<file path="src/rtl/apb3_master_bridge.sv">
// APB3 master bridge: valid/ready request stream in, one APB3 transfer at a time,
// valid/ready response out, with an optional PREADY timeout.
module apb3_master_bridge #(
   parameter int APB_ADDR_WIDTH = 32,
   parameter int APB_DATA_WIDTH = 32,
   parameter int TIMEOUT_CYCLES = 256
) (
   input  logic                      i_apb_pclk,
   input  logic                      i_apb_preset,
   input  logic                      i_req_valid,
   output logic                      o_req_ready,
   input  logic [APB_ADDR_WIDTH-1:0] i_req_addr,
   input  logic [APB_DATA_WIDTH-1:0] i_req_wdata,
   input  logic                      i_req_write,
   output logic                      o_rsp_valid,
   input  logic                      i_rsp_ready,
   output logic [APB_DATA_WIDTH-1:0] o_rsp_rdata,
   output logic                      o_rsp_err,
   output logic                      o_rsp_timeout,
   output logic                      o_busy,
   output logic [APB_ADDR_WIDTH-1:0] o_apb_paddr,
   output logic [APB_DATA_WIDTH-1:0] o_apb_pwdata,
   output logic                      o_apb_pwrite,
   output logic                      o_apb_psel,
   output logic                      o_apb_penable,
   input  logic [APB_DATA_WIDTH-1:0] i_apb_prdata,
   input  logic                      i_apb_pready,
   input  logic                      i_apb_pslverr
);

   localparam logic [1:0] IDLE   = 2'd0;
   localparam logic [1:0] SETUP  = 2'd1;
   localparam logic [1:0] ACCESS = 2'd2;
   localparam logic [1:0] RESP   = 2'd3;

   localparam bit TO_EN = (TIMEOUT_CYCLES > 0);
   localparam int CW = TO_EN ? $clog2(TIMEOUT_CYCLES + 1) : 1;
   localparam int TLIM_I = TO_EN ? TIMEOUT_CYCLES - 1 : 0;
   localparam logic [CW-1:0] TLIM = CW'(TLIM_I);

   logic [1:0]    state;
   logic [CW-1:0] cnt;

   assign o_req_ready = (state == IDLE);

   always_ff @(posedge i_apb_pclk) begin
      if (i_apb_preset) begin
         state         <= IDLE;
         cnt           <= '0;
         o_rsp_valid   <= 1'b0;
         o_rsp_rdata   <= '0;
         o_rsp_err     <= 1'b0;
         o_rsp_timeout <= 1'b0;
         o_busy        <= 1'b0;
         o_apb_paddr   <= '0;
         o_apb_pwdata  <= '0;
         o_apb_pwrite  <= 1'b0;
         o_apb_psel    <= 1'b0;
         o_apb_penable <= 1'b0;
      end else begin
         unique case (state)
            IDLE: begin
               if (i_req_valid) begin
                  o_apb_paddr  <= i_req_addr;
                  o_apb_pwdata <= i_req_write ? i_req_wdata : '0;
                  o_apb_pwrite <= i_req_write;
                  o_apb_psel   <= 1'b1;
                  o_busy       <= 1'b1;
                  state        <= SETUP;
               end
            end
            SETUP: begin
               o_apb_penable <= 1'b1;
               cnt           <= '0;
               state         <= ACCESS;
            end
            ACCESS: begin
               // PREADY takes priority over a timeout firing in the same cycle
               if (i_apb_pready) begin
                  o_apb_psel    <= 1'b0;
                  o_apb_penable <= 1'b0;
                  o_rsp_valid   <= 1'b1;
                  o_rsp_rdata   <= o_apb_pwrite ? '0 : i_apb_prdata;
                  o_rsp_err     <= i_apb_pslverr;
                  o_rsp_timeout <= 1'b0;
                  state         <= RESP;
               end else if (TO_EN && cnt == TLIM) begin
                  o_apb_psel    <= 1'b0;
                  o_apb_penable <= 1'b0;
                  o_rsp_valid   <= 1'b1;
                  o_rsp_rdata   <= '0;
                  o_rsp_err     <= 1'b1;
                  o_rsp_timeout <= 1'b1;
                  state         <= RESP;
               end else if (cnt != {CW{1'b1}}) begin
                  cnt <= cnt + CW'(1);
               end
            end
            RESP: begin
               if (i_rsp_ready) begin
                  o_rsp_valid <= 1'b0;
                  o_busy      <= 1'b0;
                  state       <= IDLE;
               end
            end
            default: state <= IDLE;
         endcase
      end
   end

endmodule

</file>
<file path="config.mk">
export PLATFORM = sky130hd
export DESIGN_NAME = apb3_master_bridge
export DESIGN_NICKNAME = d
export VERILOG_FILES = /design/src/rtl/apb3_master_bridge.sv
export SDC_FILE = /design/constraint.sdc
export NUM_CORES = 1
export LEC_CHECK = 0
export CORE_MARGIN = 8
export CORE_UTILIZATION = 31
export CTS_CLUSTER_SIZE = 28
export DETAILED_ROUTE_END_ITERATION = 6
export PLACE_DENSITY = 0.68
export RECOVER_POWER = 25
export SLEW_MARGIN = 5
export SYNTH_ARGS = -nofsm -noshare
export SYNTH_HDL_FRONTEND = slang
export SYNTH_SLANG_ARGS = --single-unit
</file>
<file path="constraint.sdc">
create_clock -name i_apb_pclk -period 3.2 [get_ports i_apb_pclk]
set_input_delay 0.48 -clock i_apb_pclk [delete_from_list [all_inputs] [get_ports i_apb_pclk]]
set_output_delay 0.48 -clock i_apb_pclk [all_outputs]
set_load 0.01 [all_outputs]
</file>
==> results.sh <==
export IMPL_status="finished, final reports clean"
export IMPL_synth_seq_cells=114
export IMPL_syn_instance_count=506
export IMPL_via_per_inst=4.778
export IMPL_cpPeakStageDelay_ns=0.91
export IMPL_drc=0
export IMPL_pwr_share_clk_pct=38.5
export IMPL_numCtsBuffers=17
export IMPL_synth_flop_cell="dfxtp_1"
export IMPL_hp_class="flip-flop to flip-flop"
export IMPL_overflow=0
export IMPL_drt_iter0_markers=193
export IMPL_place_gp_congestion=0.7377
export IMPL_finish_utilization_pct=51.59
export IMPL_dieArea_sq_um=17880
export IMPL_post_cts_setup_buffers=0
export IMPL_synth_largest_area_cell="dfxtp_1"
export IMPL_track_usage_pct=15.08
export IMPL_tns_ns=0
export IMPL_path_class="flip-flop to flip-flop"
export IMPL_core_sq_um=13720
export IMPL_worst_ep_required_time_ns=3.51
export IMPL_hold_depth=2
export IMPL_synth_edf_count=0
export IMPL_fmaxAchievable_mhz=406.4
export IMPL_seq_area_sq_um=2282
export IMPL_avgSynthCellArea_sq_um=8.489
export IMPL_fin_crit_sh_pct=76.89
export IMPL_rows=43
export IMPL_drive_gt1_share_pct=6.941
export IMPL_seq_area_frac_synth_pct=53.13
export IMPL_ioPinCount=207
export IMPL_root_buffer="clkbuf_16"
export IMPL_syn_area_sq_um=4295
export IMPL_cts_tree="built"
export IMPL_end_kind="flip-flop"
export IMPL_die_x_um=133.7
export IMPL_instances_no_fill=886
export IMPL_cts_max_level=4
export IMPL_clk_latency_ns=0.40
export IMPL_grt_pass1_vias=4274
export IMPL_p_leak_nw=2.635
export IMPL_grt_pass1_wl_um=21960
export IMPL_combPwrFrac_pct=27.8
export IMPL_wl_per_cell_um=15.36
export IMPL_fill_cells=1264
export IMPL_drt_pass1_iterations=5
export IMPL_finalHoldViolCount=0
export IMPL_r2r_setup_slack_ns=0.74
export IMPL_clockBufferDepth=2
export IMPL_critPathLaunchType="flip-flop"
export IMPL_cts_resized=0
export IMPL_port_buffers=206
export IMPL_antenna_cells=0
export IMPL_arrival_ns=2.77
export IMPL_yosys_area_top_type_share_pct=53.13
export IMPL_swShare_pct=29.27
export IMPL_fin_nets=804
export IMPL_placed_cells=854
export IMPL_postCtsHoldBufs=0
export IMPL_grt_max_degree=120
export IMPL_setup_slack_ns=0.7394
export IMPL_start_util_pct=31.31
export IMPL_r2r_cells=6
export IMPL_antenna_left=0
export IMPL_rsz0062_at_grt="false"
export IMPL_cap_violations=0
export IMPL_design_area_sq_um=7078
export IMPL_yosys_top_cells_area="dfxtp_1 53%, nand2_1 9.0%, a21oi_1 8.9%, a22oi_1 5.6%, nand3_1 4.5%"
export IMPL_timing_rr_start="state[0]"
export IMPL_syn_to_final_growth_pct=64.78
export IMPL_powerDensity_nw_per_um2=726.3
export IMPL_dpl_instance_area_sq_um=6464
export IMPL_p_switching_mw=1.505
export IMPL_r2r_end="o_apb_pwdata[13]"
export IMPL_clock_sinks=114
export IMPL_power_frac_seq_pct=33.7
export IMPL_drv_slew=0
export IMPL_hp_start="o_apb_pwdata[8]"
export IMPL_mappedNetlistNets=617
export IMPL_worst_slew_pin_slew_ns=1.245
export IMPL_min_period_ns=2.461
export IMPL_multi_input_area_sq_um=1810
export IMPL_dp_slack_ns=0.8921
export IMPL_synth_warnings=0
export IMPL_die_h_um=133.7
export IMPL_critical_path_most_common_cell="nand2_1"
export IMPL_synth_distinct_cells=35
export IMPL_totalWireLength_um=13610
export IMPL_skew_ns=0.007358
export IMPL_finalSetupViolCount=0
export IMPL_place_hpwl_um=9526
export IMPL_holdPathEnd="o_apb_pwdata[8]"
export IMPL_antenna_found_initial=0
export IMPL_crit_chain="inv_1, ha_1, nand2_1, buf_4, nand2_1, a21oi_1"
export IMPL_via_count=4233
export IMPL_vdd_drop_max_mv=0.3410
export IMPL_crit_path_top_delay_cell="nand2_1"
export IMPL_p_int_mw=3.636
export IMPL_slew_headroom_pct=17.02
export IMPL_path_max_fanout=37
export IMPL_clk_pin_slew_ns=0.05
export IMPL_async_flop_share_pct=0
## cell usage in the layout, fill, tap and decap left out, types with 5 or more instances in the layout
cell type	instances
dlygate4sd3_1	40
inv_1	8
ha_1	8
mux2i_1	5
clkbuf_16	17
nand3_1	39
or3b_2	6
dfxtp_1	114
nand3b_1	5
nand2_1	103
clkdlybuf4s50_1	165
nor2_1	36
a21oi_1	76
a22oi_1	32
buf_4	5
## stage by stage
step / total power [mW] / hold WS (ns)
CTS: 5.243 / 0.4501
detailed placement: 3.236 / 0.4425
global placement: 3.196 / 0.4376
finish: 5.141 / 0.4471
global route: 5.431 / 0.4670
floorplan: 2.537 / 0.4651
## cell usage after synthesis, types with 2 or more instances
master and count:
nand2_1 103, a211oi_2 2, nor2b_1 2, o21ai_0 3
dfxtp_1 114, nand4_1 2, buf_1 2, mux2i_1 5
nor2_1 36, buf_2 4, clkbuf_1 35, nand3_1 39
nand2b_1 3, buf_4 2, inv_1 8, a22oi_1 32
or2_0 2, nand3b_1 5, a31o_2 2, or3b_2 6
a211oi_1 2, ha_1 8, nor3_1 2, a21oi_1 76
## per-layer routing
layer	track usage [%]	share of wire, %	up-vias
li1	-	-	2100
met5	0	0	-
met2	24.16	47	163
met3	7.417	9.9	15
met1	17.09	42	1955
met4	5.178	1.2	0
## how the worst max path moves through the flow
stage | startpoint | end | cells after the start
floorplan | cnt[0] | cnt[6] | 8
global placement | i_apb_pready | cnt[2] | 4
detailed placement | i_apb_pready | cnt[2] | 4
CTS | state[1] | o_req_ready | 3
global route | state[0] | o_apb_pwdata[13] | 6
finish | state[0] | o_apb_pwdata[13] | 6
## state kept, by name (all words and copies together) (netlist names)
| register | count |
|---|---|
| o_apb_pwdata | 32 |
| o_busy | 1 |
| cnt | 9 |
| o_apb_psel | 1 |
| state | 2 |
| o_rsp_valid | 1 |
| o_apb_pwrite | 1 |
| o_apb_penable | 1 |
| o_apb_paddr | 32 |
| o_rsp_err | 1 |
| o_rsp_rdata | 32 |
| o_rsp_timeout | 1 |
## critical path: cells and delay by family (launching register included)
family	cells	cell delay (ns)
fa+ha+maj	1	0.25
buf+inv	2	0.57
compound gates	1	0.16
simple gates	2	1.00
flops	1	0.38
## cells by family (layout without fill, tap and decap cells)
group	Yosys count	after routing	synth area share, %
buf+inv	51	251	4.748
flops	114	114	53.13
fa+ha+maj	8	8	2.330
simple gates	206	206	21.50
compound gates	122	122	17.13
mux	5	5	1.165
## power groups by stage
stage / clock [mW] / combinational [mW] / sequential, mW
detailed placement: 0 / 1.47 / 1.76
CTS: 2.02 / 1.48 / 1.74
floorplan: 0 / 0.700 / 1.84
global placement: 0 / 1.44 / 1.75
finish: 1.98 / 1.43 / 1.73
global route: 2.10 / 1.57 / 1.76
## final cells by class
| cell class | count | area share, % |
|---|---|---|
| clock inverters | 10 | 2.210 |
| multi-input cells | 341 | 25.58 |
| well taps | 180 | 3.182 |
| clock buffers | 22 | 6.558 |
| flip-flops and latches | 114 | 32.24 |
| inverters | 8 | 0.4243 |
| repair buffers | 211 | 29.80 |
(Power assumes the default switching activity.)
